===== src/rtl/rotation_engine.sv =====
`default_nettype none
// ============================================================================
// Module      : rotation_engine
// Description : Iterative CORDIC-style vector rotator. A small buffer holds
//               NUM_STEP sign words (NUM_SIGN direction bits each). Every
//               accepted (X,Y) vector is rotated through NUM_SIGN*NUM_STEP
//               shift-add micro-rotations, two per clock. No gain correction.
// Ports       : clk, rst           - clock, asynchronous active-high reset
//               sign_valid/sign_d  - sign word write strobe and data
//               sign_clr           - empties the sign buffer (IDLE only)
//               sign_full          - all NUM_STEP sign words loaded
//               in_valid/in_ready  - input vector handshake, in_X/in_Y data
//               out_valid/out_ready- result handshake, out_X/out_Y data
// Revision    : 1.0 - initial release
// ============================================================================
module rotation_engine #(
  parameter int DATA_LENGTH = 13,
  parameter int ITER_IDX    = 3,
  parameter int NUM_SIGN    = 2,
  parameter int NUM_STEP    = 4
) (
  input  logic                   clk,
  input  logic                   rst,
  input  logic                   sign_valid,
  input  logic [NUM_SIGN-1:0]    sign_d,
  input  logic                   sign_clr,
  output logic                   sign_full,
  input  logic                   in_valid,
  output logic                   in_ready,
  input  logic [DATA_LENGTH-1:0] in_X,
  input  logic [DATA_LENGTH-1:0] in_Y,
  output logic                   out_valid,
  input  logic                   out_ready,
  output logic [DATA_LENGTH-1:0] out_X,
  output logic [DATA_LENGTH-1:0] out_Y
);

  localparam int c_STEP_W = (NUM_STEP > 1) ? $clog2(NUM_STEP) : 1;
  // Pointer must reach NUM_STEP itself so "full" is representable.
  localparam int c_PTR_W  = $clog2(NUM_STEP + 1);
  localparam logic [c_PTR_W-1:0]  c_FULL = c_PTR_W'(NUM_STEP);
  localparam logic [c_STEP_W-1:0] c_LAST = c_STEP_W'(NUM_STEP - 1);

  typedef enum logic [1:0] {
    S_IDLE = 2'd0,
    S_ROT  = 2'd1,
    S_DONE = 2'd2
  } state_t;

  state_t                         r_state;
  state_t                         w_next;
  logic [NUM_SIGN-1:0]            r_sign [NUM_STEP];
  logic [c_PTR_W-1:0]             r_wptr;
  logic [c_STEP_W-1:0]            r_step;
  logic signed [DATA_LENGTH-1:0]  r_x;
  logic signed [DATA_LENGTH-1:0]  r_y;
  logic [DATA_LENGTH-1:0]         r_out_x;
  logic [DATA_LENGTH-1:0]         r_out_y;

  logic                           w_full;
  logic                           w_accept;
  logic                           w_last;
  logic [NUM_SIGN-1:0]            w_d;
  logic [ITER_IDX-1:0]            w_i0;
  logic [ITER_IDX-1:0]            w_i1;
  logic signed [DATA_LENGTH-1:0]  w_x1;
  logic signed [DATA_LENGTH-1:0]  w_y1;
  logic signed [DATA_LENGTH-1:0]  w_x2;
  logic signed [DATA_LENGTH-1:0]  w_y2;

  assign w_full    = (r_wptr == c_FULL);
  assign sign_full = w_full;
  assign in_ready  = (r_state == S_IDLE) & w_full;
  assign w_accept  = in_valid & in_ready;
  assign w_last    = (r_step == c_LAST);
  assign out_valid = (r_state == S_DONE);
  assign out_X     = r_out_x;
  assign out_Y     = r_out_y;

  // Two micro-rotations per cycle: iteration 2*step, then 2*step+1 chained
  // on its result. Each uses the pre-update X and Y on both right-hand sides.
  always_comb begin
    w_d  = r_sign[r_step];
    w_i0 = ITER_IDX'({r_step, 1'b0});
    w_i1 = ITER_IDX'({r_step, 1'b1});
    if (w_d[0]) begin
      w_x1 = r_x + (r_y >>> w_i0);
      w_y1 = r_y - (r_x >>> w_i0);
    end else begin
      w_x1 = r_x - (r_y >>> w_i0);
      w_y1 = r_y + (r_x >>> w_i0);
    end
    if (w_d[1]) begin
      w_x2 = w_x1 + (w_y1 >>> w_i1);
      w_y2 = w_y1 - (w_x1 >>> w_i1);
    end else begin
      w_x2 = w_x1 - (w_y1 >>> w_i1);
      w_y2 = w_y1 + (w_x1 >>> w_i1);
    end
  end

  always_ff @(posedge clk or posedge rst) begin
    if (rst) begin
      r_state <= S_IDLE;
    end else begin
      r_state <= w_next;
    end
  end

  always_comb begin
    w_next = r_state;
    case (r_state)
      S_IDLE:  if (w_accept)  w_next = S_ROT;
      S_ROT:   if (w_last)    w_next = S_DONE;
      S_DONE:  if (out_ready) w_next = S_IDLE;
      default: w_next = S_IDLE;
    endcase
  end

  // Sign buffer: clear wins over a same-cycle write; writes stop at full.
  always_ff @(posedge clk or posedge rst) begin
    if (rst) begin
      r_wptr <= '0;
      for (int k = 0; k < NUM_STEP; k++) begin
        r_sign[k] <= '0;
      end
    end else if ((r_state == S_IDLE) && sign_clr) begin
      r_wptr <= '0;
    end else if (sign_valid && !w_full) begin
      r_sign[r_wptr[c_STEP_W-1:0]] <= sign_d;
      r_wptr                       <= r_wptr + 1'b1;
    end
  end

  always_ff @(posedge clk or posedge rst) begin
    if (rst) begin
      r_step  <= '0;
      r_x     <= '0;
      r_y     <= '0;
      r_out_x <= '0;
      r_out_y <= '0;
    end else begin
      if ((r_state == S_IDLE) && w_accept) begin
        r_x    <= in_X;
        r_y    <= in_Y;
        r_step <= '0;
      end else if (r_state == S_ROT) begin
        r_x    <= w_x2;
        r_y    <= w_y2;
        r_step <= w_last ? '0 : r_step + 1'b1;
        if (w_last) begin
          r_out_x <= w_x2;
          r_out_y <= w_y2;
        end
      end
    end
  end

endmodule
`default_nettype wire


===== config.mk =====
export PLATFORM = sky130hd
export DESIGN_NAME = rotation_engine
export DESIGN_NICKNAME = d
export VERILOG_FILES = /design/src/rtl/rotation_engine.sv
export SDC_FILE = /design/constraint.sdc
export NUM_CORES = 1
export LEC_CHECK = 0
export ABC_CLOCK_PERIOD_IN_PS = 6400
export BUFFER_PORTS_ARGS = -buffer_cell sky130_fd_sc_hd__buf_2
export CORE_MARGIN = 2
export CORE_UTILIZATION = 55
export DETAILED_ROUTE_END_ITERATION = 6
export GPL_TIMING_DRIVEN = 0
export HOLD_SLACK_MARGIN = 0.05
export PLACE_DENSITY = 0.82
export SETUP_SLACK_MARGIN = 0.5
export SYNTH_ARGS = -nofsm -noshare
export SYNTH_HDL_FRONTEND = slang
export SYNTH_SLANG_ARGS = --single-unit

===== constraint.sdc =====
create_clock -name clk -period 6.4 [get_ports clk]
set_input_delay 0.32 -clock clk [delete_from_list [all_inputs] [get_ports clk]]
set_output_delay 0.32 -clock clk [all_outputs]
set_load 0.1 [all_outputs]

# Yosys cells after proc, flatten, opt, wreduce, memory -nomap -nowiden
# Index checks and enable logic that the tools add are counted.
[totals]
reg_bits = 67
input_bits = 34
out_inout_bits = 29
word_cells = 75
[op_classes]
addsub = 10
n_lt_le_gt_ge = 3
eq_ne = 7
shifts = 4
mux = 23
n_bitwise = 6
n_reduce_logical = 11
[ops]
columns = ["operator", "count"]
rows = [
  ["13-bit two-way mux", 8],
  ["13-bit adder", 4],
  ["13-bit by 3-bit >>> shifter with 13-bit output", 4],
  ["13-bit subtractor", 4],
  ["2-bit two-way mux", 9],
  ["8-bit bitwise mux", 1],
  ["3-bit greater-or-equal comparator, second input constant", 2],
  ["3-bit two-way mux", 2],
  ["2-bit inverter with 3-bit output", 2],
  ["2-bit one-hot mux with 3 select lines", 1],
  ["3-bit AND reduction", 2],
  ["2-bit binary-select mux with 2-bit select", 1],
  ["2-bit demux with 2-bit select", 1],
  ["2-bit equality test, second input constant", 2],
  ["1-bit logical AND", 4],
  ["2-bit inequality test, second input constant", 2],
  ["2-bit nonzero test", 2],
  ["3-bit by 1-bit adder with 3-bit output, second input constant", 1],
  ["3-bit equality test, second input constant", 1],
  ["3-bit by 1-bit less-than comparator with 1-bit output, second input constant", 1],
  ["2-bit by 1-bit adder with 2-bit output, second input constant", 1],
  ["1-bit AND", 2],
  ["2-bit by 1-bit equality test with 1-bit output, second input constant", 1],
  ["2-bit zero test", 1],
  ["other kinds (4)", 5],
]

# Logic depth before layout (Yosys ltp)
[logic_depth]
depth_word = 10
mapped_depth = 37
mapped_depth_nobuf = 34

# Worst setup path after synthesis
# OpenSTA, ideal clock, no wires.
[synth_timing]
path_type = "register to register"
from = "register r_step[0]"
to = "register r_out_y[12] (netlist: out_Y[12])"
setup_time_ps = 76
arrival_time_ps = 6803
required_ps = 6324
slack_ps = -479
path_stages_with_launch = 35
n_path_buf = 5
synth_period_minus_slack_ps = 6879
path_cell_list = "dfrtp_1 > buf_6 > buf_4 > clkbuf_1 > buf_1 > mux2i_1 > o21ai_0 > inv_1 > ha_1 > and4_4 > a21oi_1 > xor2_1 > ha_1 > clkbuf_1 > a21o_1 > a221o_1 > a2111oi_2 > mux2_2 > a21oi_1 > ha_1 > nor2_1 > xor2_1 > ha_1 > nand2b_1 > a21oi_1 > o21ai_0 > nand2_1 > a21o_1 > a21o_1 > a21oi_1 > o21bai_1 > a2111oi_0 > nor3_1 > xnor3_1 > o21ai_1"
[synth_between]
elab_chain_cells = 8
elab_cells_between_ends = 18
cone_classes = "6 x add/sub; 1 x eq/ne; 3 x shift; 6 x mux; 1 x bitwise; 1 x reduce/logical"
[synth_rtl]
columns = ["element", "line", "text"]
rows = [
  ["from (decl)", "54", "logic [c_STEP_W-1:0] r_step;"],
  ["from (signal assigned)", "150", "r_step <= w_last ? '0 : r_step + 1'b1;"],
  ["branches (longest 8 deep; another with 13-bit subtractor)", "--", ""],
  ["to (signal assigned)", "153", "r_out_y <= w_y2;"],
  ["to (decl)", "58", "logic [DATA_LENGTH-1:0] r_out_y;"],
]
# Parallel ways; which one is timed is not known. The select of a mux whose other input is x is not followed.
# A chain may end at the register's enable or synchronous reset.

# Worst setup path after layout
[layout_timing]
from = "register r_step[0]"
to = "register r_out_y[11] (netlist: out_Y[11])"
# Same word-level chain as after synthesis.

==> qor.txt <==
placed inst area = 0.00780 sq mm
die footprint = 0.0138 sq mm
status = finished with violations
Final Critical Period = 7.16 ns
violated checks = DRC, setup timing
Rows = 41
Synth Register Bits = 67
Nets = 1142
syn avg cell area = 8.33 sq um
vias in the first global route = 7687
Synth area leaders = dfrtp_1 24%, ha_1 11%, o21ai_0 5.7%
synthesized area = 0.00708 sq mm
CTS tree = built
async set-reset flop share out of synthesis = 100%
most used cell, CP = o21ai_2
pre-CTS WS = -0.826 ns
Yosys Warn Count = 0
initial DRC count = 1618
synth unique cells = 72
most frequently used flop master after synthesis = dfrtp_1
slowest CP cell = dfrtp_1
cts hold-fix bufs = 0
hold crit path type = in2async
clk_skew = 0.00982 ns
Clock Pin Slew Worst Setup and Hold Paths = 0.06 ns
Core Region = 0.0126 sq mm
area grow syn2layout = 41.0%
latest clock arrival within the worst-skew pair = 0.35 ns
DRC = 227
crit path DAT = 7.36 ns
post-layout worst setup margin = -0.761 ns
Seq/Total Area, Yosys = 23.7%
area leader, netlist = dfrtp_1
pin slew with the least headroom to its limit = 0.799 ns
DR pass1 iterations = 7
Max Clk Rate = 140 MHz
# fillers = 629
Final setup viols = 27
CP required = 6.60 ns
Post-synth EDFFs = 0
Synth top area share = 23.7%
Crit Path Max Fanout = 5
Post-Route WL = 34100 um
Root Buffer = clkbuf_16
layout cell share with drive strength beyond 1 = 38.7%
final hold slack = 0.123 ns
DR vias/cell = 7.33
Final period util = 112%
Finished Cell Area = 0.00998 sq mm
H-tree depth = 3
initial core utilization = 56.3%
Worst path max stage delay = 0.42 ns
Cells after Synth = 850
IO Pins = 63
first-pass GRT wire length = 39500 um
largest net degree at the start of global routing = 36
grt ovf = 0
Slew Viols, Final = 0
total track usage = 35.9%
RSZ-0062 raised after global routing = true
CTS sink cnt = 67
Rel. slew slack = 46.7%
Final ANT Viol Nets = 0
most frequent cells in the layout = 117 x buf_4, 68 x nand2_1, 67 x dfrtp_1
HPWL Detailed = 16800 um
CTS max path bufs = 2
Worst setup SP type = flop
DIE HEIGHT = 117 um
WL/cell = 27.9 um
Die Wd = 117 um
crit path kind = reg2reg
critical path endpoint category = flop
Syn Nets = 949
Final Hold Fails = 0
n_diodes = 0
Max Cap Viol = 0
vias = 8937
IO Port Bufs = 62
CTS Buf Count = 9
routability cong. = 1.04
Inst Count DP = 1085
final non-filler cell total = 1220
commonest non-fill, non-tap cell in the layout = buf_4
initial antenna violation count = 0
==> cell type report <==
| cell class | instances | area, sq um | area share [%] |
|---|---|---|---|
| multi-input combinational | 694 | 5990 | 60.0 |
| sequential | 67 | 1680 | 16.8 |
| timing repair buffer | 182 | 1250 | 12.5 |
| buffer | 40 | 320 | 3.21 |
| clock buffer | 11 | 253 | 2.53 |
| tap | 172 | 215 | 2.16 |
| inverter | 49 | 188 | 1.88 |
| clock inverter | 5 | 85.1 | 0.853 |
==> timing repair <==
item / in CTS / in global routing
buffers inserted: 72 / 47
resized for setup: 117 / 113
gates cloned: 0 / 0
pin swaps: 78 / 86
setup endpoints to repair: 43 / 37
==> critical path, delay by kind of cell, from the launching register on <==
family,cells,cell delay [ns]
AND/OR/NAND/NOR,7,1.23
buffers and inverters,9,1.16
flip-flops,1,0.42
AO/OA/AOI/OAI,14,2.48
adder cells (fa/ha/maj),3,0.97
multiplexers,1,0.17
XOR/XNOR,3,0.57
==> flip-flops by register name, indices dropped and copies added (netlist names) <==
name / flops
out_Y: 13
r_sign: 8
r_state: 2
r_wptr: 3
r_x: 13
out_X: 13
r_y: 13
r_step: 2
==> stage by stage <==
| stage | util [%] | setup TNS (ns) |
|---|---|---|
| finish | 79.4 | -10.39 |
| floorplan | - | 0 |
| global route | 79.4 | -12.28 |
| global placement | 61.9 | -10.00 |
| CTS | 72.9 | 0 |
| detailed placement | 62.1 | -12.05 |
==> kinds of logic after synthesis <==
family / after synthesis / share of synthesized area, %
buf+inv: 89 / 5.11
mux: 53 / 8.82
xor+xnor: 79 / 10.2
flops: 67 / 23.7
compound gates: 264 / 24.3
simple gates: 233 / 16.0
fa+ha+maj: 65 / 11.9
==> Yosys cell counts, types with 10 or more instances <==
cell       n
a211oi_1  12
nor2_1    68
ha_1      61
inv_1     48
a21o_1    14
o21a_1    14
dfrtp_1   67
o21ai_0   80
xnor2_1   44
nand2_1   71
nand3_1   16
nor2b_1   10
mux2_2    25
a22oi_1   24
clkbuf_1  26
a31oi_1   15
nand2b_1  15
nor3_1    13
a21oi_1   44
mux2i_1   23
xor2_1    33
==> path summary, 6_finish.rpt <==
check	start	to	slack [ns]	cells after the start
setup / recovery	r_step[0]	out_Y[11]	-0.76	37
setup reg to reg	r_step[0]	out_Y[11]	-0.76	37
min in group clk	out_ready	r_state[1]	0.17	2
hold / removal	rst	out_X[3]	0.12	2
hold reg to reg	out_X[1]	out_X[1]	0.49	2
max in group asynchronous	rst	out_Y[8]	5.60	3
==> routing by layer <==
layer / share of wire (%) / up-vias / track usage (%)
met5: 0 / - / 0
met4: 11 / 0 / 21.2
met3: 15 / 398 / 7.59
met2: 41 / 1034 / 58.1
met1: 33 / 4056 / 44.2
li1: - / 3449 / -
Power is left out: the tool's default activity adds up to more than one toggle a clock period on the data nets, which glitch-free logic cannot reach.
